File: src/rtl/shade_output_fifo_pkg.sv
// Shared types for the shade output path: packed pixel and raster coordinate widths.
// Colour and screen geometry defaults come from the common defines when present.
`ifndef COLOR_WIDTH
`define COLOR_WIDTH 8
`endif
`ifndef SCREEN_WIDTH
`define SCREEN_WIDTH 640
`endif
`ifndef SCREEN_HEIGHT
`define SCREEN_HEIGHT 480
`endif

package shade_output_fifo_pkg;

  localparam int X_W = 10;
  localparam int Y_W = 9;

  typedef logic [X_W-1:0] x_t;
  typedef logic [Y_W-1:0] y_t;

  typedef struct packed {
    logic [`COLOR_WIDTH-1:0] r;
    logic [`COLOR_WIDTH-1:0] g;
    logic [`COLOR_WIDTH-1:0] b;
  } pixel_t;

endpackage

File: src/rtl/sync_fifo_fwft.sv
// First-word-fall-through FIFO, 1-cycle write-to-head latency, registered head.
// No internal drop protection: caller must not assert wr_en when full (unless popping) or rd_en when empty.
module sync_fifo_fwft #(
  parameter int WIDTH = 24,
  parameter int DEPTH = 64,
  localparam int AW = $clog2(DEPTH),
  localparam int LW = $clog2(DEPTH + 1)
) (
  input  logic             clk,
  input  logic             rst,
  input  logic             wr_en,
  input  logic [WIDTH-1:0] wr_data,
  input  logic             rd_en,
  output logic [WIDTH-1:0] rd_data,
  output logic             rd_valid,
  output logic [LW-1:0]    level,
  output logic             full
);

  logic [WIDTH-1:0] mem [DEPTH];
  logic [AW-1:0]    wr_ptr;
  logic [AW-1:0]    rd_ptr;
  logic [AW-1:0]    rd_ptr_nxt;
  logic [LW-1:0]    level_nxt;

  always_comb begin
    rd_ptr_nxt = rd_ptr + AW'(rd_en);
    level_nxt  = level + LW'(wr_en) - LW'(rd_en);
  end

  assign full = (level == LW'(DEPTH));

  always_ff @(posedge clk) begin
    if (wr_en) mem[wr_ptr] <= wr_data;
  end

  always_ff @(posedge clk) begin
    if (rst) begin
      wr_ptr   <= '0;
      rd_ptr   <= '0;
      level    <= '0;
      rd_valid <= 1'b0;
      rd_data  <= '0;
    end else begin
      wr_ptr   <= wr_ptr + AW'(wr_en);
      rd_ptr   <= rd_ptr_nxt;
      level    <= level_nxt;
      rd_valid <= (level_nxt != '0);
      // Next head comes from memory, except when the entry being written is itself the next head.
      if (level_nxt != '0)
        rd_data <= (wr_en && (wr_ptr == rd_ptr_nxt)) ? wr_data : mem[rd_ptr_nxt];
    end
  end

endmodule

File: src/rtl/shade_output_fifo.sv
// Shading-to-packer elastic FIFO with raster sof/eol tagging; 1-cycle latency in to out.
// Input has no backpressure: almost_full throttles ray issue, pixels arriving when full are dropped and flagged.
`ifndef COLOR_WIDTH
`define COLOR_WIDTH 8
`endif
`ifndef SCREEN_WIDTH
`define SCREEN_WIDTH 640
`endif
`ifndef SCREEN_HEIGHT
`define SCREEN_HEIGHT 480
`endif

module shade_output_fifo
  import shade_output_fifo_pkg::*;
#(
  parameter int DEPTH         = 64,
  parameter int COLOR_WIDTH   = `COLOR_WIDTH,
  parameter int SCREEN_WIDTH  = `SCREEN_WIDTH,
  parameter int SCREEN_HEIGHT = `SCREEN_HEIGHT,
  parameter int AFULL_MARGIN  = 16,
  localparam int PW = 3 * COLOR_WIDTH,
  localparam int LW = $clog2(DEPTH + 1)
) (
  input  logic          clk,
  input  logic          rst,
  input  logic          in_valid,
  input  logic [PW-1:0] in_pixel,
  output logic [PW-1:0] out_pixel,
  output logic          out_valid,
  input  logic          out_ready,
  output logic          out_sof,
  output logic          out_eol,
  output logic          almost_full,
  output logic          overflow,
  output logic          frame_done,
  output logic [LW-1:0] level
);

  logic          push;
  logic          pop;
  logic          fifo_full;
  logic [LW-1:0] level_nxt;
  x_t            x;
  y_t            y;
  logic          last_x;
  logic          last_y;

  assign pop       = out_valid & out_ready;
  assign push      = in_valid & (~fifo_full | pop);
  assign level_nxt = level + LW'(push) - LW'(pop);

  assign last_x  = (x == X_W'(SCREEN_WIDTH - 1));
  assign last_y  = (y == Y_W'(SCREEN_HEIGHT - 1));
  assign out_sof = (x == '0) && (y == '0);
  assign out_eol = last_x;

  sync_fifo_fwft #(
    .WIDTH (PW),
    .DEPTH (DEPTH)
  ) u_fifo (
    .clk      (clk),
    .rst      (rst),
    .wr_en    (push),
    .wr_data  (in_pixel),
    .rd_en    (pop),
    .rd_data  (out_pixel),
    .rd_valid (out_valid),
    .level    (level),
    .full     (fifo_full)
  );

  always_ff @(posedge clk) begin
    if (rst) begin
      almost_full <= 1'b0;
      overflow    <= 1'b0;
      frame_done  <= 1'b0;
      x           <= '0;
      y           <= '0;
    end else begin
      almost_full <= (level_nxt >= LW'(DEPTH - AFULL_MARGIN));
      if (in_valid && !push) overflow <= 1'b1;
      frame_done <= pop && last_x && last_y;
      // Position follows the head pixel, so it only moves when the packer takes one.
      if (pop) begin
        if (last_x) begin
          x <= '0;
          y <= last_y ? '0 : y + 1'b1;
        end else begin
          x <= x + 1'b1;
        end
      end
    end
  end

endmodule

File: config.mk
export PLATFORM = sky130hd
export DESIGN_NAME = shade_output_fifo
export DESIGN_NICKNAME = d
export VERILOG_FILES = /design/src/rtl/shade_output_fifo_pkg.sv /design/src/rtl/sync_fifo_fwft.sv /design/src/rtl/shade_output_fifo.sv
export SDC_FILE = /design/constraint.sdc
export NUM_CORES = 2
export LEC_CHECK = 0
export CORE_MARGIN = 4
export CORE_UTILIZATION = 45
export DETAILED_ROUTE_END_ITERATION = 6
export PLACE_DENSITY_LB_ADDON = 0.2
export SYNTH_ARGS = -nofsm -noshare
export SYNTH_HDL_FRONTEND = slang
export SYNTH_SLANG_ARGS = --single-unit
File: constraint.sdc
create_clock -name clk -period 6.3 [get_ports clk]
set_clock_uncertainty 0.05 [all_clocks]
set_input_delay 0.945 -clock clk [delete_from_list [all_inputs] [get_ports clk]]
set_output_delay 0.945 -clock clk [all_outputs]
set_load 0.005 [all_outputs]
Word level (Yosys, flattened, before mapping). Memory sizes are Yosys's and may differ from the RTL's. A register that Yosys moved wholly into a read port is not among the register bits. Index checks and enable logic that the tools add are counted.

Register bits after elaboration: 42. RAM bits: 1536. Input bits: 28. Word-level logic and storage cells: 37. Memories: 1.

Memory list: u_fifo.mem (words 64, bits a word 24, read ports 1, clocked after Yosys merged registers in 1, write ports 1, RTL line sync_fifo_fwft.sv:20) `logic [WIDTH-1:0] mem [DEPTH];`.

$add $sub $neg: 6. $lt $le $gt $ge: 1. Equality and inequality tests: 3. Mux-type cells: 4. Bitwise gates (word level): 4. Reductions and logical operators: 9.

Operator list (number): $add A6 B1 Y6 (2); $add A10 B1 Y10 const B (1); $eq A10 B10 Y1 const B (1); $logic_not A10 Y1 (1); $mux W10 (1); $add A9 B1 Y9 const B (1); $eq A9 B9 Y1 const B (1); $logic_not A9 Y1 (1); $mux W9 (1); $add A7 B1 Y7 (1); $eq A7 B7 Y1 const B (1); $ge A7 B6 Y1 const B (1); $reduce_bool A7 Y1 (1); $sub A7 B1 Y7 (1); $logic_and A1 B1 Y1 (4); $and A1 B1 Y1 (2); $mux W1 (2); $reduce_and A2 Y1 (1); $logic_not A1 Y1 (1); $not A1 Y1 (1); $or A1 B1 Y1 (1).

Logic depth before layout (Yosys ltp).
Depth in word-level cells: 7. Mapped depth: 17. Mapped depth without buffers: 14.

Cells and area by module. From an unflattened synthesis, not the netlist that was laid out.

Cell total of the unflattened synthesis: 2973. Area, all modules: 62229.7 µm².

By module, submodules not included: sync_fifo_fwft (times used 1, cells an instance 2800, area each 60835.8 µm², seq. area each 47005.1 µm²); shade_output_fifo (times used 1, cells an instance 173, area each 1393.8 µm², seq. area each 440.4 µm²).

Worst setup path after synthesis. OpenSTA, ideal clock, no wires.

Path kind: input to register. From: input out_ready. To: register u_fifo.rd_data[0], read port of u_fifo.mem. Library setup time: 117 ps. Arrival: 3701 ps. Slack: 2433 ps. Stages: 13. Path buffers: 4. Path through: nand2_1 inv_1 ha_1 ha_1 buf_2 buf_6 buf_2 buf_1 mux4_2 a221o_1 o221ai_1 a2bb2oi_1 a22o_1.

Elaborated cells between the ends (all ways): 7.

RTL lines: from (decl) (RTL line shade_output_fifo.sv:30) `input logic out_ready,`; $and A1 B1 Y1 (RTL line shade_output_fifo.sv:48) `assign pop = out_valid & out_ready;`; via pop (RTL line shade_output_fifo.sv:40) `logic pop;`; $add A6 B1 Y6 (RTL line sync_fifo_fwft.sv:27) `rd_ptr_nxt = rd_ptr + AW'(rd_en);`; via u_fifo.rd_ptr_nxt[1] (RTL line sync_fifo_fwft.sv:23) `logic [AW-1:0] rd_ptr_nxt;`; to (decl) (RTL line sync_fifo_fwft.sv:14) `output logic [WIDTH-1:0] rd_data,`.

The timed path passes the listed nets, and every way through them passes these cells. A chain may end at the register's enable or synchronous reset.

Final worst setup path.
From: input out_ready. To: register u_fifo.rd_data[6], read port of u_fifo.mem.

Same word-level chain as after synthesis.

==> results.sh <==
export IMPL_synth_adder_area_share_pct=0.377
export IMPL_cts_root_buffer="clkbuf_16"
export IMPL_rsz0062_at_grt="no"
export IMPL_fin_setup_tns_ns=0
export IMPL_first_pass_iters=5
export IMPL_cts_tree="built"
export IMPL_min_period_ns=4.96
export IMPL_syn_area_per_cell_um2=22.1
export IMPL_worst_slew_pin_slew_ns=1.34
export IMPL_worstPathMaxFanout=27
export IMPL_first_global_vias=30844
export IMPL_holdCritPathClass="reg -> reg"
export IMPL_clkLatencyLatePin_ns=0.78
export IMPL_ant_nets=0
export IMPL_die_area_mm2=0.143
export IMPL_min_path_cells=2
export IMPL_startpoint_type="primary input"
export IMPL_hold_ws_ns=0.438
export IMPL_synth_edf_count=1536
export IMPL_ios=65
export IMPL_synth_xor_area_share_pct=0.660
export IMPL_hold_violations=0
export IMPL_drt_wl_total_um=163000
export IMPL_clkPwrFrac_pct=39.4
export IMPL_drive_above_1_share_pct=28.6
export IMPL_post_place_ws_ns=0.475
export IMPL_vias=30405
export IMPL_clk_pin_slew_ns=0.06
export IMPL_setup_viol_count_final=0
export IMPL_ys_seq_area_share_pct=76.8
export IMPL_synth_top_family_by_area="multiplexers"
export IMPL_netlist_area_mm2=0.0618
export IMPL_synthCells=2801
export IMPL_die_x_um=379
export IMPL_syn_nets=2847
export IMPL_cap_violations=0
export IMPL_synth_compound_area_share_pct=3.00
export IMPL_power_density_mw_per_mm2=337
export IMPL_fmax_ghz=0.202
export IMPL_synthMuxAreaShare_pct=15.7
export IMPL_crit_type="in -> reg"
export IMPL_ctsResizeCount=0
export IMPL_p_int_w=0.0183
export IMPL_die_y_um=379
export IMPL_layout_setup_ws_ns=1.34
export IMPL_cts_setup_buffers=0
export IMPL_outcome="finished, final reports clean"
export IMPL_vias_per_cell=6.17
export IMPL_ys_flop_type="edfxtp_1"
export IMPL_arrival_ns=5.57
export IMPL_core_area_mm2=0.136
export IMPL_ys_ff_latch=1602
export IMPL_start_util_pct=45.4
export IMPL_worst_setup_path_end_kind="flip-flop"
export IMPL_hpwl_um=92200
export IMPL_clockBufferDepth=3
export IMPL_r2r_slack_ns=1.62
export IMPL_drt_iter0_markers=3774
export IMPL_htreeDepth=4
export IMPL_grtUsageTotal_pct=23.0
export IMPL_ys_warn_count=0
export IMPL_p_switching_w=0.00542
export IMPL_nNetsFinal=3060
export IMPL_grt_ovfl_total=0
export IMPL_antenna_found_initial=14
export IMPL_grt_first_pass_wirelength_um=231000
export IMPL_fin_crit_sh_pct=78.7
export IMPL_cts_made_buffers=158
export IMPL_slew_headroom_pct=10.6
export IMPL_port_buffers=64
export IMPL_synth_cell_types=62
export IMPL_routedWlPerCell_um=33.1
export IMPL_synthToLayoutAreaGrowth_pct=14.0
export IMPL_p_seq_share_pct=50.3
export IMPL_required_ns=6.91
export IMPL_irDropWorstVdd_v=0.000300
export IMPL_drc=0
export IMPL_worstRegToRegCells=11
export IMPL_synth_simple_area_share_pct=2.05
export IMPL_async_reset_ff_share_pct=0
export IMPL_postCtsHoldBufs=0
export IMPL_gp_congestion=0.808
export IMPL_clkSinkCount=1602
export IMPL_p_sw_share_pct=22.9
export IMPL_combPwrFrac_pct=10.3
export IMPL_rows=135
export IMPL_grt_max_degree=73
export IMPL_finalMaxSlewViolations=0
export IMPL_power_leakage_nw=21.5
## area by class of cell
| type | count | area [um^2] |
|---|---|---|
| fill | 10380 | 65600 |
| sequential | 1602 | 47400 |
| multi-input combinational | 1021 | 13700 |
| clock buffer | 205 | 4380 |
| tap | 1781 | 2230 |
| timing repair buffer | 213 | 1810 |
| clock inverter | 85 | 751 |
| inverter | 18 | 67.6 |
| antenna | 3 | 7.51 |
## synthesized netlist by cell type (23+ instances only)
library cell | instances | area (um^2)
a221oi_1 | 23 | 201
a22o_1 | 44 | 385
a31oi_1 | 24 | 150
a32oi_1 | 24 | 210
buf_2 | 78 | 390
clkbuf_1 | 49 | 184
dfxtp_1 | 66 | 1320
edfxtp_1 | 1536 | 46100
mux2i_1 | 54 | 541
mux4_2 | 405 | 9120
nand2_1 | 71 | 267
nor2_1 | 111 | 417
o21ai_0 | 29 | 145
## registers in the layout, indices dropped and copies added, names as in the netlist, 6 cells and up
signal	cells
u_fifo.mem	1536
u_fifo.rd_data	24
x	10
y	9
u_fifo.level	7
u_fifo.rd_ptr	6
u_fifo.wr_ptr	6
## power by group through the flow
stage               Sequential, W  Clock (W)  Combinational [W]
CTS                        0.0119    0.00951            0.00247
global placement           0.0121          0            0.00241
detailed placement         0.0122          0            0.00246
global route               0.0119    0.00997            0.00260
floorplan                  0.0121          0            0.00144
finish                     0.0119    0.00934            0.00243
## cells by family (layout without fill, tap and decap cells)
kind of cell | count (synthesis) | in the layout
buffers and inverters | 178 | 521
AND/OR/NAND/NOR | 271 | 271
multiplexers | 462 | 462
other | 0 | 3
adder cells (fa/ha/maj) | 18 | 18
AO/OA/AOI/OAI | 232 | 232
flip-flops | 1602 | 1602
XOR/XNOR | 38 | 38
## cell usage in the layout (no fill, tap or decap), types with 16 or more instances in the layout
cell,count
edfxtp_1,1536
mux4_2,405
clkbuf_16,168
buf_4,135
nand2_1,71
nor2_2,70
dfxtp_1,66
mux2i_1,54
a22o_1,44
nor2_1,40
clkdlybuf4s50_1,39
clkbuf_1,33
clkinv_2,31
clkinv_1,31
o21ai_0,28
buf_2,25
a32oi_1,24
a31oi_1,24
a221oi_1,23
a221o_1,22
o221ai_1,22
a2bb2oi_1,22
xor2_1,17
inv_1,16
## stage by stage
stage / utilization, % / power [W] / instances / instance area [um^2]
6_report: 51.8 / 0.0237 / 4928 / 70400
5_1_grt: 51.8 / 0.0245 / 4925 / 70400
4_1_cts: 51.8 / 0.0239 / 4925 / 70400
3_5_place_dp: 48.0 / 0.0146 / 4635 / 65300
3_3_place_gp: 48.0 / 0.0146 / 4635 / 65300
2_1_floorplan: - / 0.0135 / 2801 / 61800
## worst paths after layout
check                                        start            endpoint
worst max register to register     u_fifo.rd_valid   u_fifo.rd_data[6]
worst min register to register  u_fifo.rd_data[15]  u_fifo.rd_data[15]
worst min-delay path            u_fifo.rd_data[15]  u_fifo.rd_data[15]
worst max-delay path                     out_ready   u_fifo.rd_data[6]
## critical path, cell delays in order
cell and delay (ns):
clkdlybuf4s50_1 0.42, nand2_1 0.15, inv_1 0.20, ha_4 0.24
ha_4 0.68, buf_4 0.56, buf_4 0.34, mux4_2 0.53
mux4_2 0.58, o221ai_1 0.54, a2bb2oi_1 0.12, a22o_1 0.22
## metal layers
layer | wire [um] | GRT usage [%]
met3 | 14700 | 5.60
met2 | 77600 | 36.0
met5 | 26 | 0
met1 | 66200 | 32.4
met4 | 4530 | 6.71
Note: power is estimated with default switching activity, not from simulation.
